==> src/rtl/phy_pkg.sv <==
// Shared PHY definitions: link alignment symbol, default lock threshold and
// the receive state encoding used by both the transmit and receive paths.
package phy_pkg;

    localparam logic [7:0] COM_CHAR_DEFAULT      = 8'hBC;
    localparam int         COM_THRESHOLD_DEFAULT = 4;

    typedef enum logic [1:0] {
        ST_RESET  = 2'd0,
        ST_INIT   = 2'd1,
        ST_ACTIVE = 2'd2
    } phy_state_e;

endpackage

==> src/rtl/rx_byte_aligner.sv <==
// Serial-to-byte front end: shifts bits in MSB first, hunts for the COM symbol
// bit by bit and then confirms it on byte boundaries until lock is declared.
module rx_byte_aligner
    import phy_pkg::*;
#(
    parameter logic [7:0] COM_CHAR      = COM_CHAR_DEFAULT,
    parameter int         COM_THRESHOLD = COM_THRESHOLD_DEFAULT
) (
    input  logic       clk,
    input  logic       reset,
    input  logic       serial_in,
    input  phy_state_e state,
    output logic [7:0] rx_byte,
    output logic       rx_is_com,
    output logic       byte_stb,
    output logic       lock_done
);

    localparam int            CW    = $clog2(COM_THRESHOLD + 1);
    localparam logic [CW-1:0] TH_M1 = CW'(COM_THRESHOLD - 1);

    logic [7:0]    shift_q;
    logic [2:0]    bit_cnt_q;
    logic [CW-1:0] com_count_q;
    logic          boundary;
    logic          in_init;
    logic          searching;

    // bit_cnt_q == 7 means shift_q holds a complete byte on the locked grid
    assign boundary  = (bit_cnt_q == 3'd7);
    assign in_init   = (state == ST_INIT);
    assign searching = in_init && (com_count_q == '0);

    assign rx_byte   = shift_q;
    assign rx_is_com = (shift_q == COM_CHAR);
    assign byte_stb  = (state == ST_ACTIVE) && boundary;
    assign lock_done = in_init && rx_is_com &&
                       (searching ? (COM_THRESHOLD <= 1)
                                  : (boundary && (com_count_q == TH_M1)));

    always_ff @(posedge clk) begin
        if (reset) begin
            shift_q     <= '0;
            bit_cnt_q   <= '0;
            com_count_q <= '0;
        end else begin
            shift_q   <= {shift_q[6:0], serial_in};
            bit_cnt_q <= bit_cnt_q + 3'd1;
            if (searching) begin
                // first COM found anywhere: pin the byte grid to it
                if (rx_is_com) begin
                    com_count_q <= CW'(1);
                    bit_cnt_q   <= '0;
                end
            end else if (in_init && boundary) begin
                com_count_q <= rx_is_com ? com_count_q + CW'(1) : '0;
            end
        end
    end

endmodule

==> src/rtl/serial_rx_aligner.sv <==
// Serial receive aligner top: lock FSM plus assembly of four data bytes into
// a 32-bit word, with idle COMs skipped and mid-word COMs flagged as errors.
module serial_rx_aligner
    import phy_pkg::*;
#(
    parameter logic [7:0] COM_CHAR      = COM_CHAR_DEFAULT,
    parameter int         COM_THRESHOLD = COM_THRESHOLD_DEFAULT
) (
    input  logic        clk,
    input  logic        reset,
    input  logic        serial_in,
    output logic [31:0] data_out,
    output logic        valid_out,
    output logic        active,
    output logic        err_out
);

    phy_state_e  state_q;
    phy_state_e  state_d;
    logic [7:0]  rx_byte;
    logic        rx_is_com;
    logic        byte_stb;
    logic        lock_done;
    logic [1:0]  byte_cnt_q;
    logic [23:0] word_q;

    rx_byte_aligner #(
        .COM_CHAR      (COM_CHAR),
        .COM_THRESHOLD (COM_THRESHOLD)
    ) u_aligner (
        .clk       (clk),
        .reset     (reset),
        .serial_in (serial_in),
        .state     (state_q),
        .rx_byte   (rx_byte),
        .rx_is_com (rx_is_com),
        .byte_stb  (byte_stb),
        .lock_done (lock_done)
    );

    always_ff @(posedge clk) begin
        if (reset) state_q <= ST_RESET;
        else       state_q <= state_d;
    end

    // ACTIVE is sticky; only reset returns the link to the search
    always_comb begin
        state_d = state_q;
        case (state_q)
            ST_RESET:  state_d = ST_INIT;
            ST_INIT:   if (lock_done) state_d = ST_ACTIVE;
            ST_ACTIVE: state_d = ST_ACTIVE;
            default:   state_d = ST_RESET;
        endcase
    end

    assign active = (state_q == ST_ACTIVE);

    always_ff @(posedge clk) begin
        if (reset) begin
            byte_cnt_q <= '0;
            data_out   <= '0;
            valid_out  <= 1'b0;
            err_out    <= 1'b0;
        end else begin
            valid_out <= 1'b0;
            err_out   <= 1'b0;
            if (byte_stb) begin
                if (rx_is_com) begin
                    // COM at a word start is idle fill; anywhere else it truncates the word
                    if (byte_cnt_q != 2'd0) begin
                        err_out    <= 1'b1;
                        byte_cnt_q <= '0;
                    end
                end else begin
                    byte_cnt_q <= byte_cnt_q + 2'd1;
                    if (byte_cnt_q == 2'd3) begin
                        data_out  <= {word_q, rx_byte};
                        valid_out <= 1'b1;
                    end
                end
            end
        end
    end

    always_ff @(posedge clk) begin
        if (byte_stb && !rx_is_com) begin
            case (byte_cnt_q)
                2'd0:    word_q[23:16] <= rx_byte;
                2'd1:    word_q[15:8]  <= rx_byte;
                2'd2:    word_q[7:0]   <= rx_byte;
                default: ;
            endcase
        end
    end

endmodule

==> config.mk <==
export PLATFORM = sky130hd
export DESIGN_NAME = serial_rx_aligner
export DESIGN_NICKNAME = d
export VERILOG_FILES = /design/src/rtl/phy_pkg.sv /design/src/rtl/rx_byte_aligner.sv /design/src/rtl/serial_rx_aligner.sv
export SDC_FILE = /design/constraint.sdc
export NUM_CORES = 1
export LEC_CHECK = 0
export BUFFER_PORTS_ARGS = -buffer_cell sky130_fd_sc_hd__buf_2
export CAP_MARGIN = 20
export CORE_UTILIZATION = 35
export DETAILED_ROUTE_END_ITERATION = 6
export GPL_ROUTABILITY_DRIVEN = 1
export PLACE_DENSITY = 0.55
export SLEW_MARGIN = 20
export SYNTH_ARGS = -nofsm -noshare
export SYNTH_HDL_FRONTEND = slang
export SYNTH_HIERARCHICAL = 1
export SYNTH_SLANG_ARGS = --single-unit
==> constraint.sdc <==
create_clock -name clk -period 3.5 [get_ports clk]
set_input_delay 0.525 -clock clk [delete_from_list [all_inputs] [get_ports clk]]
set_output_delay 0.525 -clock clk [all_outputs]
set_load 0.02 [all_outputs]
==> metrics.txt <==
Root Driver=clkbuf_8; cts hold-fix bufs=0; mux share of post-synthesis cell area=1.05%; pin count of the biggest net entering global routing=38; share of flip-flops with an asynchronous set or reset=0%; Antenna Nets Post-Route=0; Post-Synth XOR/XNOR Area=0%; Yosys cell types=33; most common cell in the netlist=nand2_1; worst ir drop on vdd=0.270 mV; Sink Count=76; yosys warns=6; detailed-route wire length=5030 um; Critical Path Slowest Stage Cell=nand3b_2; Period minus WS final=2.12 ns; leading cell types by count after synthesis=62 x nand2_1, 52 x dfxtp_1, 24 x edfxtp_1; #FFs+latches synth=76; DP HPWL=3280 um; layout cells sized above 1=27.5%; placed cell area=3110 um2; PwrDens=491 nW/um2; Initial Util=36.7%; critical path type=register to register; critical path launch point type=register; first-pass GRT wire length=8420 um; n_diodes=0; EDFF count, synth=24; P_leak=1.29 nW; WP data arrival=2.31 ns; clock-pin slew on the worst setup and hold paths=0.07 ns; syn_nets=270; Max-slew headroom=45.9%; # port buffers=37; FF+latch area=1760 um2; actual slew at the worst max-slew pin=0.812 ns; area of the multi-input gates=993 um2; sequential area share after synthesis=61.4%; routed len/inst=12.6 um; worst clock skew=0.0152 ns; ys flop type=dfxtp_1; Post-Syn Instances=255; Avg Cell Area, Syn=11.2 um2; Tcrit/Tclk final=60.6%; synthesized area=2870 um2; initial drt markers=113; clk buf depth=2; H-tree levels=3; residual DRC count=0; die area=8560 um2; hold crit path type=register to register; CTS Buf Count=9; Simple-Gate Fraction of Synth Area=17.8%; final instance area=3300 um2; area share of the largest cell type after synthesis=36.3%; flop2flop setup slack=1.38 ns; Req. time, crit path=3.69 ns; via count=1783; GPL Wtd Cong=0.775; Setup TNS Final=0 ns; Area Overhead vs Synth=15.1%; # fillers=785; final worst slack=1.38 ns; cell chain of the critical path=and4bb_2 > and2_1 > nand3b_2 > nand2_1 > a21oi_2; Pre-antenna DRT Iters=4; compound-gate portion of the synthesized area=10.5%; I/O Pins=38; RSZ-0062 raised after global routing=no; Adder-Cell Fraction of Synth Area=5.24%; fmax=471 MHz; WP buf/inv=0; grt total ovfl=0; crit-path max cell delay=0.66 ns; die width=92.5 um; Post-CTS Setup Bufs=0; post_cts resized=0; clk_lat worst skew=0.34 ns; pre-CTS setup slack=1.33 ns; CTS tree=done; setup violators final=0; Synth area leaders=dfxtp_1 36%, edfxtp_1 25%, nand2_1 8.1%; critical path's top delay family=simple AND/OR/NAND/NOR gates; gr usage total=13.1%; largest family of logic cells by synthesized area=simple AND/OR/NAND/NOR gates; core area=7810 um2; Pwr Total=1.62 mW; vias in the first global route=1684; Worst Path Max Fanout=33; area leader, netlist=dfxtp_1; final core occ=42.3%; via/cell ratio=4.46; max-cap viol count=0; Final #Nets=308; row count=32; Die H=92.5 um; final hold vios=0; Worst setup EP type=register; antenna violations before repair=0; Slew Viols, Final=0; outcome=complete, no violations
==> stage by stage <==
stage / hold WS [ns] / std cells
final: 0.420 / 400
after CTS: 0.411 / 400
after detailed placement: 0.417 / 384
after global placement: 0.415 / 384
after floorplan: 0.398 / 255
after global routing: 0.423 / 400
==> worst reg2reg max path, stage by stage (launching register included) <==
cell and delay (ns):
dfxtp_1 0.44, and4bb_2 0.32, and2_1 0.20, nand3b_2 0.66, nand2_1 0.29, a21oi_2 0.07
==> placed cells by master, fill, tap and decap left out, types with 3 or more instances in the layout <==
cell type / count
nand2_2: 3
ha_1: 12
a21oi_1: 14
edfxtp_1: 24
nor2b_1: 11
and2_1: 7
buf_2: 37
nand2_1: 62
mux2i_1: 3
clkbuf_8: 9
clkinv_4: 3
a21oi_2: 18
inv_1: 8
nor2_1: 7
dfxtp_1: 52
==> report_power, final <==
group | internal [mW] | total [mW] | switching, mW
clock | 0.302 | 0.616 | 0.314
combinational | 0.0298 | 0.0720 | 0.0422
sequential | 0.917 | 0.932 | 0.0151
==> path summary, 6_finish.rpt <==
check                                       startpoint                     end  cells past startpoint
worst min-delay path            u_aligner/bit_cnt_q[0]  u_aligner/bit_cnt_q[0]                      1
worst max-delay path              u_aligner/rx_byte[0]             data_out[3]                      5
worst min register to register  u_aligner/bit_cnt_q[0]  u_aligner/bit_cnt_q[0]                      1
worst max register to register    u_aligner/rx_byte[0]             data_out[3]                      5
==> per-layer routing <==
layer	routed length (um)	vias up	track usage [%]
met3	257	6	4.93
met1	2350	813	16.0
met5	0	-	0
met4	91	0	6.25
li1	-	925	-
met2	2330	39	20.5
==> final cells by class <==
type                            instances  area share (%)
Sequential cell                        76            53.4
Multi-Input combinational cell        159            30.1
Timing Repair Buffer                   39            6.06
Clock buffer                           11            4.62
Tap cell                              102            3.87
Clock inverter                          5            1.10
Inverter                                8           0.909
==> state kept, by name (all words and copies together), names as in the netlist <==
signal / cells
data_out: 32
word_q: 24
u_aligner/rx_byte: 8
u_aligner/bit_cnt_q: 3
u_aligner/com_count_q: 3
byte_cnt_q: 2
state_q: 2
err_out: 1
valid_out: 1
==> cells by family after synthesis <==
kind of cell | after synthesis
AND/OR/NAND/NOR | 105
flip-flops | 76
AO/OA/AOI/OAI | 39
buffers and inverters | 20
adder cells (fa/ha/maj) | 12
multiplexers | 3
Note: power is estimated with default switching activity, not from simulation.
